### config.mk
export PLATFORM = sky130hd
export DESIGN_NAME = mem_bus_arbiter_flat
export DESIGN_NICKNAME = d
export VERILOG_FILES = /design/src/rtl/mem_bus_arbiter_if.sv /design/src/rtl/mem_bus_arbiter.sv /design/src/flat_wrapper.sv
export SDC_FILE = /design/constraint.sdc
export NUM_CORES = 1
export LEC_CHECK = 0
export BUFFER_PORTS_ARGS = -buffer_cell sky130_fd_sc_hd__buf_2
export CORE_ASPECT_RATIO = 1.2
export CORE_UTILIZATION = 46
export DETAILED_ROUTE_END_ITERATION = 12
export PLACE_DENSITY = 0.79
export SKIP_CTS_REPAIR_TIMING = 1
export SLEW_MARGIN = 20
export SYNTH_ARGS = -nofsm -noshare
export SYNTH_HDL_FRONTEND = slang
export SYNTH_SLANG_ARGS = --single-unit
### constraint.sdc
create_clock -name clk -period 2.5 [get_ports clk]
set_clock_uncertainty 0.2 [all_clocks]
set_input_delay 0.375 -clock clk [delete_from_list [all_inputs] [get_ports clk]]
set_output_delay 0.375 -clock clk [all_outputs]
set_load 0.02 [all_outputs]
### src/rtl/mem_bus_arbiter_if.sv
// Requester and memory-controller signals of the IF/EX memory arbiter.
// master: the arbiter side; slave: requesters plus controller side.
`ifndef INSTRUCTION_FETCH
`define INSTRUCTION_FETCH 1'b0
`endif
`ifndef DATA_READ
`define DATA_READ 1'b1
`endif

interface mem_bus_arbiter_if #(
    parameter int ADDR_WIDTH = 12,
    parameter int DATA_WIDTH = 12
);
    logic                  if_req;
    logic [ADDR_WIDTH-1:0] if_addr;
    logic                  if_ack;
    logic [DATA_WIDTH-1:0] if_rdata;
    logic                  ex_req;
    logic                  ex_we;
    logic [ADDR_WIDTH-1:0] ex_addr;
    logic [DATA_WIDTH-1:0] ex_wdata;
    logic                  ex_ack;
    logic [DATA_WIDTH-1:0] ex_rdata;
    logic                  mem_read_enable;
    logic                  mem_write_enable;
    logic [ADDR_WIDTH-1:0] mem_address;
    logic [DATA_WIDTH-1:0] mem_write_data;
    logic                  mem_read_type;
    logic [DATA_WIDTH-1:0] mem_read_data;
    logic                  mem_finished;

    modport master (
        input  if_req, if_addr, ex_req, ex_we, ex_addr, ex_wdata,
        input  mem_read_data, mem_finished,
        output if_ack, if_rdata, ex_ack, ex_rdata,
        output mem_read_enable, mem_write_enable, mem_address, mem_write_data, mem_read_type
    );

    modport slave (
        output if_req, if_addr, ex_req, ex_we, ex_addr, ex_wdata,
        output mem_read_data, mem_finished,
        input  if_ack, if_rdata, ex_ack, ex_rdata,
        input  mem_read_enable, mem_write_enable, mem_address, mem_write_data, mem_read_type
    );
endinterface

### src/rtl/mem_bus_arbiter.sv
// Serialises IF/EX accesses onto one memory controller port: grant, hold until mem_finished, 1-cycle ack.
// Fixed EX-over-IF priority by default; defining MEM_ARB_ROUND_ROBIN_EN selects round-robin arbitration.
module mem_bus_arbiter #(
    parameter int ADDR_WIDTH    = 12,
    parameter int DATA_WIDTH    = 12,
    parameter int SETTLE_CYCLES = 3
) (
    input  logic              clk,
    input  logic              rst_n,
    mem_bus_arbiter_if.master bus
);
    localparam int CNT_W = $clog2(SETTLE_CYCLES + 1);

    typedef enum logic [1:0] {SETTLE, IDLE, BUSY, RESP} state_t;

    state_t                state, state_nxt;
    logic [CNT_W-1:0]      settle_cnt;
    logic                  any_req;
    logic                  grant_ex;
    logic                  grant;
    logic                  win_ex;
    logic                  we_q;
    logic                  read_type_q;
    logic [ADDR_WIDTH-1:0] addr_q;
    logic [DATA_WIDTH-1:0] wdata_q;
    logic [DATA_WIDTH-1:0] if_rdata_q;
    logic [DATA_WIDTH-1:0] ex_rdata_q;

    assign any_req = bus.if_req | bus.ex_req;
    assign grant   = (state == IDLE) && any_req;

`ifdef MEM_ARB_ROUND_ROBIN_EN
    // 1 = EX was granted last; reset to "IF last" so EX wins the first contention
    logic last_ex;

    assign grant_ex = bus.ex_req & (~bus.if_req | ~last_ex);

    always_ff @(posedge clk or negedge rst_n) begin
        if (!rst_n) begin
            last_ex <= 1'b0;
        end else if (grant) begin
            last_ex <= grant_ex;
        end
    end
`else
    assign grant_ex = bus.ex_req;
`endif

    always_ff @(posedge clk or negedge rst_n) begin
        if (!rst_n) begin
            state <= SETTLE;
        end else begin
            state <= state_nxt;
        end
    end

    always_comb begin
        state_nxt = state;
        case (state)
            SETTLE: if (settle_cnt <= CNT_W'(1)) state_nxt = IDLE;
            IDLE:   if (any_req) state_nxt = BUSY;
            BUSY:   if (bus.mem_finished) state_nxt = RESP;
            RESP:   state_nxt = IDLE;
            default: state_nxt = SETTLE;
        endcase
    end

    // Counter reloads only on reset; it covers a controller transaction still in flight
    always_ff @(posedge clk or negedge rst_n) begin
        if (!rst_n) begin
            settle_cnt <= CNT_W'(SETTLE_CYCLES);
        end else if (state == SETTLE && settle_cnt != '0) begin
            settle_cnt <= settle_cnt - CNT_W'(1);
        end
    end

    always_ff @(posedge clk or negedge rst_n) begin
        if (!rst_n) begin
            win_ex      <= 1'b0;
            we_q        <= 1'b0;
            read_type_q <= 1'b0;
            addr_q      <= '0;
            wdata_q     <= '0;
            if_rdata_q  <= '0;
            ex_rdata_q  <= '0;
        end else begin
            if (grant) begin
                win_ex      <= grant_ex;
                we_q        <= grant_ex & bus.ex_we;
                read_type_q <= grant_ex ? `DATA_READ : `INSTRUCTION_FETCH;
                addr_q      <= grant_ex ? bus.ex_addr : bus.if_addr;
                wdata_q     <= grant_ex ? bus.ex_wdata : '0;
            end
            if (state == BUSY && bus.mem_finished) begin
                if (win_ex) begin
                    ex_rdata_q <= bus.mem_read_data;
                end else begin
                    if_rdata_q <= bus.mem_read_data;
                end
            end
        end
    end

    // Enables follow the state, so they drop the instant reset is asserted
    always_comb begin
        bus.mem_read_enable  = 1'b0;
        bus.mem_write_enable = 1'b0;
        bus.if_ack           = 1'b0;
        bus.ex_ack           = 1'b0;
        if (state == BUSY) begin
            bus.mem_read_enable  = ~we_q;
            bus.mem_write_enable = we_q;
        end
        if (state == RESP) begin
            bus.if_ack = ~win_ex;
            bus.ex_ack = win_ex;
        end
    end

    assign bus.mem_address    = addr_q;
    assign bus.mem_write_data = wdata_q;
    assign bus.mem_read_type  = read_type_q;
    assign bus.if_rdata       = if_rdata_q;
    assign bus.ex_rdata       = ex_rdata_q;
endmodule

### src/flat_wrapper.sv
// flat-port wrapper written by rule: the top's interface ports become plain ports
module mem_bus_arbiter_flat 
#(
    parameter int ADDR_WIDTH    = 12,
    parameter int DATA_WIDTH    = 12,
    parameter int SETTLE_CYCLES = 3
)
  (clk, rst_n, bus_if_req, bus_if_addr, bus_ex_req, bus_ex_we, bus_ex_addr, bus_ex_wdata, bus_mem_read_data, bus_mem_finished, bus_if_ack, bus_if_rdata, bus_ex_ack, bus_ex_rdata, bus_mem_read_enable, bus_mem_write_enable, bus_mem_address, bus_mem_write_data, bus_mem_read_type);
  mem_bus_arbiter_if #(.ADDR_WIDTH(ADDR_WIDTH), .DATA_WIDTH(DATA_WIDTH)) bus_i ();
  input  logic clk;
  input  logic rst_n;
  input wire logic [$bits(bus_i.if_req)-1:0] bus_if_req;
  input wire logic [$bits(bus_i.if_addr)-1:0] bus_if_addr;
  input wire logic [$bits(bus_i.ex_req)-1:0] bus_ex_req;
  input wire logic [$bits(bus_i.ex_we)-1:0] bus_ex_we;
  input wire logic [$bits(bus_i.ex_addr)-1:0] bus_ex_addr;
  input wire logic [$bits(bus_i.ex_wdata)-1:0] bus_ex_wdata;
  input wire logic [$bits(bus_i.mem_read_data)-1:0] bus_mem_read_data;
  input wire logic [$bits(bus_i.mem_finished)-1:0] bus_mem_finished;
  output wire logic [$bits(bus_i.if_ack)-1:0] bus_if_ack;
  output wire logic [$bits(bus_i.if_rdata)-1:0] bus_if_rdata;
  output wire logic [$bits(bus_i.ex_ack)-1:0] bus_ex_ack;
  output wire logic [$bits(bus_i.ex_rdata)-1:0] bus_ex_rdata;
  output wire logic [$bits(bus_i.mem_read_enable)-1:0] bus_mem_read_enable;
  output wire logic [$bits(bus_i.mem_write_enable)-1:0] bus_mem_write_enable;
  output wire logic [$bits(bus_i.mem_address)-1:0] bus_mem_address;
  output wire logic [$bits(bus_i.mem_write_data)-1:0] bus_mem_write_data;
  output wire logic [$bits(bus_i.mem_read_type)-1:0] bus_mem_read_type;
  assign bus_i.if_req = bus_if_req;
  assign bus_i.if_addr = bus_if_addr;
  assign bus_i.ex_req = bus_ex_req;
  assign bus_i.ex_we = bus_ex_we;
  assign bus_i.ex_addr = bus_ex_addr;
  assign bus_i.ex_wdata = bus_ex_wdata;
  assign bus_i.mem_read_data = bus_mem_read_data;
  assign bus_i.mem_finished = bus_mem_finished;
  assign bus_if_ack = bus_i.if_ack;
  assign bus_if_rdata = bus_i.if_rdata;
  assign bus_ex_ack = bus_i.ex_ack;
  assign bus_ex_rdata = bus_i.ex_rdata;
  assign bus_mem_read_enable = bus_i.mem_read_enable;
  assign bus_mem_write_enable = bus_i.mem_write_enable;
  assign bus_mem_address = bus_i.mem_address;
  assign bus_mem_write_data = bus_i.mem_write_data;
  assign bus_mem_read_type = bus_i.mem_read_type;
  mem_bus_arbiter #(.ADDR_WIDTH(ADDR_WIDTH), .DATA_WIDTH(DATA_WIDTH), .SETTLE_CYCLES(SETTLE_CYCLES)) u_core (.clk(clk), .rst_n(rst_n), .bus(bus_i));
endmodule
Yosys cells after proc, flatten, opt, wreduce, memory -nomap -nowiden
Cells that the tools add are included.
{"block": "word_totals", "regBits": 55, "latchBits": 0, "ram_bits": 0, "rom_bits": 0, "in_bits": 54, "out_inout_bits": 53, "word_cells": 40, "memories": 0}
{"block": "classes", "addsub": 1, "n_mul": 0, "n_div": 0, "magnitude_cmp": 1, "eq_ne": 6, "shift": 0, "n_mux": 11, "bitwise": 4, "reduce_logical": 8}
{"op": "$mux W12", "n": 2}
{"op": "$pmux W2 S4", "n": 1}
{"op": "$mux W2", "n": 3}
{"op": "$mux W1", "n": 5}
{"op": "$eq A2 B2 Y1 const B", "n": 2}
{"op": "$ne A2 B1 Y1 const B", "n": 2}
{"op": "$reduce_and A2 Y1", "n": 2}
{"op": "$logic_and A1 B1 Y1", "n": 3}
{"op": "$reduce_and A3 Y1", "n": 1}
{"op": "$eq A2 B1 Y1 const B", "n": 1}
{"op": "$le A2 B1 Y1 const B", "n": 1}
{"op": "$logic_not A2 Y1", "n": 1}
{"op": "$ne A2 B2 Y1 const B", "n": 1}
{"op": "$not A1 Y1", "n": 2}
{"op": "$reduce_bool A2 Y1", "n": 1}
{"op": "$sub A2 B1 Y2 const B", "n": 1}
{"op": "$and A1 B1 Y1", "n": 1}
{"op": "$or A1 B1 Y1", "n": 1}

Logic depth before layout (Yosys ltp)
Gate-level depths: netlist (run 1).
{"block": "depth", "depth_word": 3, "ltp_mapped": 7, "ltp_nobuf": 5}

Worst setup path before layout (run 1)
Ideal clock, no wire load.
{"block": "synth_path", "path_kind": "reg2reg", "from": "reg u_core.settle_cnt[0]", "to": "reg u_core.state[1]", "arrival_time_ps": 1384, "required_ps": 2172, "path_slack_ps": 788, "path_stages_with_launch": 5, "period_less_slack_ps": 1712, "cell_sequence": "dfstp_2 ha_1 and3b_1 a221oi_2 mux2_1"}
{"block": "synth_between", "elab_chain_len": 3}
{"element": "from (decl)", "line_no": "mem_bus_arbiter.sv:17", "rtl": "logic [CNT_W-1:0] settle_cnt;"}
{"element": "from (signal assigned)", "line_no": "mem_bus_arbiter.sv:71", "rtl": "settle_cnt <= CNT_W'(SETTLE_CYCLES);"}
{"element": "from (signal assigned)", "line_no": "mem_bus_arbiter.sv:73", "rtl": "settle_cnt <= settle_cnt - CNT_W'(1);"}
{"element": "$le A2 B1 Y1", "line_no": "mem_bus_arbiter.sv:60", "rtl": "SETTLE: if (settle_cnt <= CNT_W'(1)) state_nxt = IDLE;"}
{"element": "$ne A2 B1 Y1 (no source line)"}
{"element": "$reduce_and A3 Y1 (no source line)"}
{"element": "to (signal assigned)", "line_no": "mem_bus_arbiter.sv:53", "rtl": "state <= state_nxt;"}
{"element": "to (decl)", "line_no": "mem_bus_arbiter.sv:16", "rtl": "state_t state, state_nxt;"}
Every way passes these cells.
A chain may end at the register's enable or synchronous reset.

Worst setup path in the final report (run 1)
{"block": "layout_path", "from": "reg u_core.state[0]", "to": "reg u_core.ex_rdata_q[10] (netlist: u_core.bus.ex_rdata[10])"}
{"block": "layout_between", "elab_chain_len": 3}
{"element": "$eq A2 B2 Y1", "line_no": "mem_bus_arbiter.sv:94", "rtl": "if (state == BUSY && bus.mem_finished) begin"}
{"element": "$logic_and A1 B1 Y1", "line_no": "mem_bus_arbiter.sv:94"}
{"element": "$reduce_and A2 Y1 (no source line)"}
{"element": "to (signal assigned)", "line_no": "mem_bus_arbiter.sv:96", "rtl": "ex_rdata_q <= bus.mem_read_data;"}
{"element": "to (decl)", "line_no": "mem_bus_arbiter.sv:27", "rtl": "logic [DATA_WIDTH-1:0] ex_rdata_q;"}
Every way passes these cells.

==> results.py, run 1 <==
metrics = {
    "worst_setup_path": {
        "cp_max_fo": 12,
        "critical_path_required_ns": 2.49,
        "worst-path-buf-inv": 1,
        "path_class": "flop to flop",
        "path_delay_family": "multiplexers",
        "start_kind": "flop",
        "path_cells": "inv_1 > ha_1 > nand3_1 > mux2_1",
        "cp-end-kind": "flop",
        "ff2ff_setup_slack_ns": 0.46,
        "critPathSlowestCell": "mux2_1",
        "cpPeakStageDelay_ns": 0.49,
        "critPathArrivalTime_ns": 2.03,
    },
    "detailed_routing": {
        "num_vias": 1737,
        "drt-total-wl_um": 4507,
        "wire_per_inst_um": 12.52,
        "drt_iter0_markers": 74,
        "wl_met2_um": 2156,
        "dr.max_layer_used": "met4",
        "met1_length_um": 1911,
        "drc": 0,
        "wl_met3_um": 343,
        "routed_via_density": 4.825,
        "drtAntennaViolNets": 0,
        "drt-pass1-iter-count": 4,
    },
    "sta": {
        "layout_min_cycle_time_ns": 2.040,
        "timing.hold.ws_ns": 0.08625,
        "fin_ws_ns": 0.4597,
        "worst_slew_pin_slew_ns": 0.5953,
        "slew_violations": 0,
        "setup_viol": 0,
        "final_hold_viol_count": 0,
        "fmax_mhz": 490.1,
        "grt_setup_unrepaired": "no",
        "finalSetupTns_ns": 0,
        "relSlewSlack": 0.6020,
        "min_period_over_period": 0.8161,
    },
    "placement": {
        "dp_hpwl_um": 3527,
        "dp_slack_ns": 0.4195,
        "place_congestion": 0.7480,
        "placed_area_sq_um": 2887,
        "numPlacedInstances": 351,
        "portBuffers": 106,
    },
    "final_layout": {
        "final_util": 0.6368,
        "antenna_cells": 0,
        "stdcell_count": 360,
        "syn_to_final_growth_pct": 29.68,
        "drive_gt1_frac": 0.4139,
        "final_area_sq_um": 2990,
        "fin_nets": 362,
    },
    "clock_tree": {
        "cts.sinks": 54,
        "cts_root_buf": "clkbuf_8",
        "clk_pin_slew_worst_paths_ns": 0.10,
        "cts_tree": "done",
        "h-tree-depth": 2,
        "clk_latency_ns": 0.30,
        "cts_buffers": 5,
        "clock_path_buffers": 2,
    },
    "synthesis": {
        "syn_inst": 194,
        "ys_seq_area_frac": 0.5871,
        "yosysWarnings": 0,
        "synth.distinct_cells": 23,
        "ys.flop_type": "dfrtp_1",
        "ys_ff_latch": 54,
        "avgSynthCellArea_sq_um": 11.89,
        "synth_edf_count": 0,
        "syn_nets": 255,
        "async_flop_share": 1.000,
        "syn_area_sq_um": 2306,
    },
    "power_and_ir_drop": {
        "p_leak_nw": 1.632,
        "pwr-share-clk": 0.135,
        "total_power_mw": 3.604,
        "internal_power_mw": 2.081,
        "comb_power_share": 0.454,
        "switching_share": 0.4228,
        "p_sw_mw": 1.524,
        "peakVddDrop_v": 0.0005713,
        "pwr-share-seq": 0.411,
        "power_per_cell_area_nw_per_um2": 1205,
    },
    "global_routing": {
        "grt_pass1_vias": 1683,
        "grt_max_degree": 36,
        "grt_use_total": 0.1889,
        "grt_pass1_wl_um": 7486,
        "antenna_found_initial": 0,
        "grt-ovfl-total": 0,
    },
    "floorplan": {
        "row_count": 27,
        "initial_core_util": 0.4911,
        "die-area_sq_um": 5301,
        "die_y_um": 79.56,
        "core_area_sq_um": 4696,
        "fp.dieW_um": 66.64,
        "io_pins": 107,
    },
    "min_path": {
        "hp-class": "input pin to flop",
    },
    "status": {
        "status": "completed",
    },
    "run": {
        "cap_viol_max_count": 0,
    },
}
## cells in the mapped netlist, types with 3 or more instances
master    n  share of area
buf_2     4         0.0087
mux2_1   21           0.10
ha_1      7          0.038
mux2i_1  13          0.056
inv_1     5         0.0081
o21ai_1   7          0.015
buf_4     3         0.0098
o21ai_0   7          0.015
dfrtp_1  52           0.56
nand3_1  14          0.030
nand2_1  42          0.068
mux2_2    4          0.020
## area by class of cell
class | instances | area (sq um)
flip-flops and latches | 54 | 1354
multi-input cells | 125 | 875.8
repair buffers | 110 | 575.6
well taps | 58 | 72.57
clock buffers | 5 | 68.82
inverters | 5 | 18.77
clock inverters | 3 | 25.02
fillers | 391 | 1705
## power groups by stage
stage | logic, mW | registers [mW] | clock network [mW]
after floorplan | 0.617 | 1.96 | 0
final | 1.63 | 1.48 | 0.487
after global routing | 1.81 | 1.53 | 0.542
after detailed placement | 1.66 | 1.51 | 0
after CTS | 1.66 | 1.49 | 0.507
after global placement | 1.62 | 1.49 | 0
## worst paths after layout
kind | start | end | depth (start not counted)
min in group asynchronous | rst_n | u_core.bus.if_rdata[8] | 2
max in group asynchronous | rst_n | u_core.settle_cnt[0] | 3
setup / recovery | u_core.state[0] | u_core.bus.ex_rdata[10] | 4
hold reg to reg | u_core.bus.mem_write_data[4] | u_core.bus.mem_write_data[4] | 2
setup reg to reg | u_core.state[0] | u_core.bus.ex_rdata[10] | 4
hold / removal | bus_mem_read_data[9] | u_core.bus.ex_rdata[9] | 2
## worst reg2reg max path: stages, from the launching register on
cell and delay, ns:
dfrtp_1 0.43, inv_1 0.12, ha_1 0.24, nand3_1 0.45
mux2_1 0.49
## logic make-up after synthesis
| family | count (synthesis) | synth area share |
|---|---|---|
| flip-flops | 54 | 0.5871 |
| multiplexers | 38 | 0.1785 |
| AO/OA/AOI/OAI | 15 | 0.03689 |
| adder cells (fa/ha/maj) | 7 | 0.03798 |
| XOR/XNOR | 1 | 0.003799 |
| buffers and inverters | 15 | 0.03473 |
| AND/OR/NAND/NOR | 64 | 0.1210 |
## layer usage
metal / global-route usage / up-vias
li1: - / 861
met4: 0.06596 / 0
met3: 0.06286 / 10
met2: 0.3182 / 70
met1: 0.2215 / 796
met5: 0 / -
## sequential cells by signal (all words and copies together) (netlist names)
name                       count
u_core.bus.ex_rdata           12
u_core.settle_cnt              2
u_core.state                   2
u_core.bus.mem_address        12
u_core.bus.if_rdata           12
u_core.win_ex                  1
u_core.we_q                    1
u_core.bus.mem_write_data     12
## placed cells by master (no fill, tap or decap), types with 2 or more instances in the layout
master    count
nor2b_1       2
nand2_1      42
dfstp_2       2
buf_4         2
o21ai_1       6
clkbuf_8      5
mux2_2        4
mux2i_1      13
buf_2       106
mux2_1       21
inv_1         5
ha_1          7
dfrtp_1      52
o21ai_0       7
nand3_1      14
and2_1        2
Power figures use the tool's default switching activity.
==> run 2, diff against run 1 <==
clock period = 2.09 ns   (was 2.5 ns; I/O delays follow)
==> run 2 against run 1 <==
Compared with the run above: clock-buffer cell count is the same; combinational power up 25%; setup slack got worse by 0.29 ns; final cell count rose by 0.83%; routed wire length is 3.7% higher; critical endpoint is now bus_mem_read_enable; largest power group unchanged.
==> results.py, run 2 (synthesis gave the netlist of run 1 again) <==
metrics = {
    "detailed_routing": {
        "drtAntennaViolNets": 0,
        "drt_iter0_markers": 45,
        "drc": 0,
        "num_vias": 1765,
        "drt-total-wl_um": 4673,
        "wire_per_inst_um": 12.87,
        "drt-pass1-iter-count": 4,
        "routed_via_density": 4.862,
    },
    "power_and_ir_drop": {
        "peakVddDrop_v": 0.0008310,
        "power_per_cell_area_nw_per_um2": 1453,
        "p_leak_nw": 1.655,
    },
    "final_layout": {
        "fin_nets": 365,
        "antenna_cells": 0,
        "syn_to_final_growth_pct": 31.25,
        "final_util": 0.6446,
        "nFillCells": 403,
        "final_cell_mix": "106 x buf_2, 52 x dfrtp_1, 42 x nand2_1",
        "mostFrequentLayoutCell": "buf_2",
        "drive_gt1_frac": 0.4197,
    },
    "worst_setup_path": {
        "startpoint": "u_core.state[0]",
        "cp-end-kind": "output port",
        "cpPeakStageDelay_ns": 0.43,
        "critPathSlowestCell": "dfrtp_1",
        "critPathArrivalTime_ns": 1.40,
        "path_class": "flop to output port",
        "reg2reg_from": "u_core.state[0]",
        "cp_max_fo": 5,
        "path_cells": "inv_1 > ha_1 > nor2b_1 > buf_2",
        "start_kind": "flop",
        "critical_path_required_ns": 1.58,
    },
    "floorplan": {
        "die_y_um": 79.56,
        "fp.dieW_um": 66.64,
        "die-area_sq_um": 5301,
        "core_area_sq_um": 4696,
        "io_pins": 107,
        "initial_core_util": 0.4911,
        "row_count": 27,
    },
    "global_routing": {
        "antenna_found_initial": 0,
        "grt_pass1_vias": 1760,
        "grt-ovfl-total": 0,
        "grt_util_met3": 0.04571,
        "grt.met1_usage": 0.2378,
        "grt_max_degree": 34,
        "grt_pass1_wl_um": 7831,
        "grt_use_total": 0.1944,
        "busiest_layer": "met2",
        "use_met2": 0.3323,
    },
    "sta": {
        "layout_min_cycle_time_ns": 1.918,
        "finalSetupTns_ns": 0,
        "setup_viol": 0,
        "worst_slew_pin_slew_ns": 0.5108,
        "min_period_over_period": 0.9177,
        "relSlewSlack": 0.6595,
        "fmax_mhz": 521.4,
        "final_hold_viol_count": 0,
        "slew_violations": 0,
        "grt_setup_unrepaired": "no",
    },
    "placement": {
        "portBuffers": 106,
        "dp_hpwl_um": 3611,
        "place_congestion": 0.7619,
    },
    "clock_tree": {
        "cts_buffers": 5,
        "h-tree-depth": 2,
        "cts.sinks": 54,
        "cts_root_buf": "clkbuf_8",
        "clock_path_buffers": 2,
        "clk_latency_ns": 0.30,
        "clk_pin_slew_worst_paths_ns": 0.11,
        "cts_tree": "done",
    },
    "min_path": {
        "hp-class": "input pin to flop",
        "min_from": "bus_ex_wdata[7]",
    },
    "run": {
        "cap_viol_max_count": 0,
    },
    "status": {
        "status": "completed",
    },
}
-- run 2: cell count changes in the layout (fill, tap and decap cells not counted), sizes merged --
cell and change:
inv +1, clkinvlp -1, buf +3
-- run 2: metrics by stage --
stage	hold slack (ns)	cell area [sq um]	power, mW	worst slack (ns)	cells
after floorplan	-0.1821	2306	3.080	0.3782	194
after global placement	0.1100	2922	3.770	0.3471	354
after global routing	0.01507	3027	4.718	0.03493	363
final	0.01684	3027	4.396	0.1719	363
after CTS	-0.2301	3017	4.454	0.1643	362
after detailed placement	0.1151	2922	3.855	0.2698	354
-- run 2: routing by layer --
layer	vias to the layer above	wire length, um
li1	869	-
met1	819	1996
met2	68	2294
met3	9	283
met4	0	99
met5	-	0
-- run 2: area by class of cell --
class,instances,area [sq um],area share
well taps,58,72.57,0.02398
clock buffers,5,68.82,0.02274
clock inverters,3,26.28,0.008681
inverters,5,18.77,0.006201
repair buffers,113,610.6,0.2017
flip-flops and latches,54,1354,0.4473
multi-input cells,125,875.8,0.2894
-- run 2: worst paths after layout --
path,end,slack (ns),cells after the start
min reg2reg,u_core.bus.mem_write_data[5],0.27,2
min in group asynchronous,u_core.bus.ex_rdata[9],0.29,2
max in group asynchronous,u_core.bus.mem_write_data[4],0.84,3
min,u_core.bus.mem_write_data[7],0.02,3
max,bus_mem_read_enable,0.17,4
max reg2reg,u_core.state[1],0.26,5
-- run 2: power breakdown --
| group | switching (mW) | internal (mW) | total [mW] |
|---|---|---|---|
| clock network | 0.350 | 0.247 | 0.597 |
| registers | 0.247 | 1.52 | 1.77 |
| logic | 1.26 | 0.769 | 2.03 |
| total | 1.86 | 2.54 | 4.40 |
-- run 2: critical path, delay by kind of cell, from the launching register on --
family / cells / cell delay [ns]
and+or+nand+nor: 1 / 0.14
buffers and inverters: 2 / 0.28
adders and majority gates: 1 / 0.25
DFF: 1 / 0.43
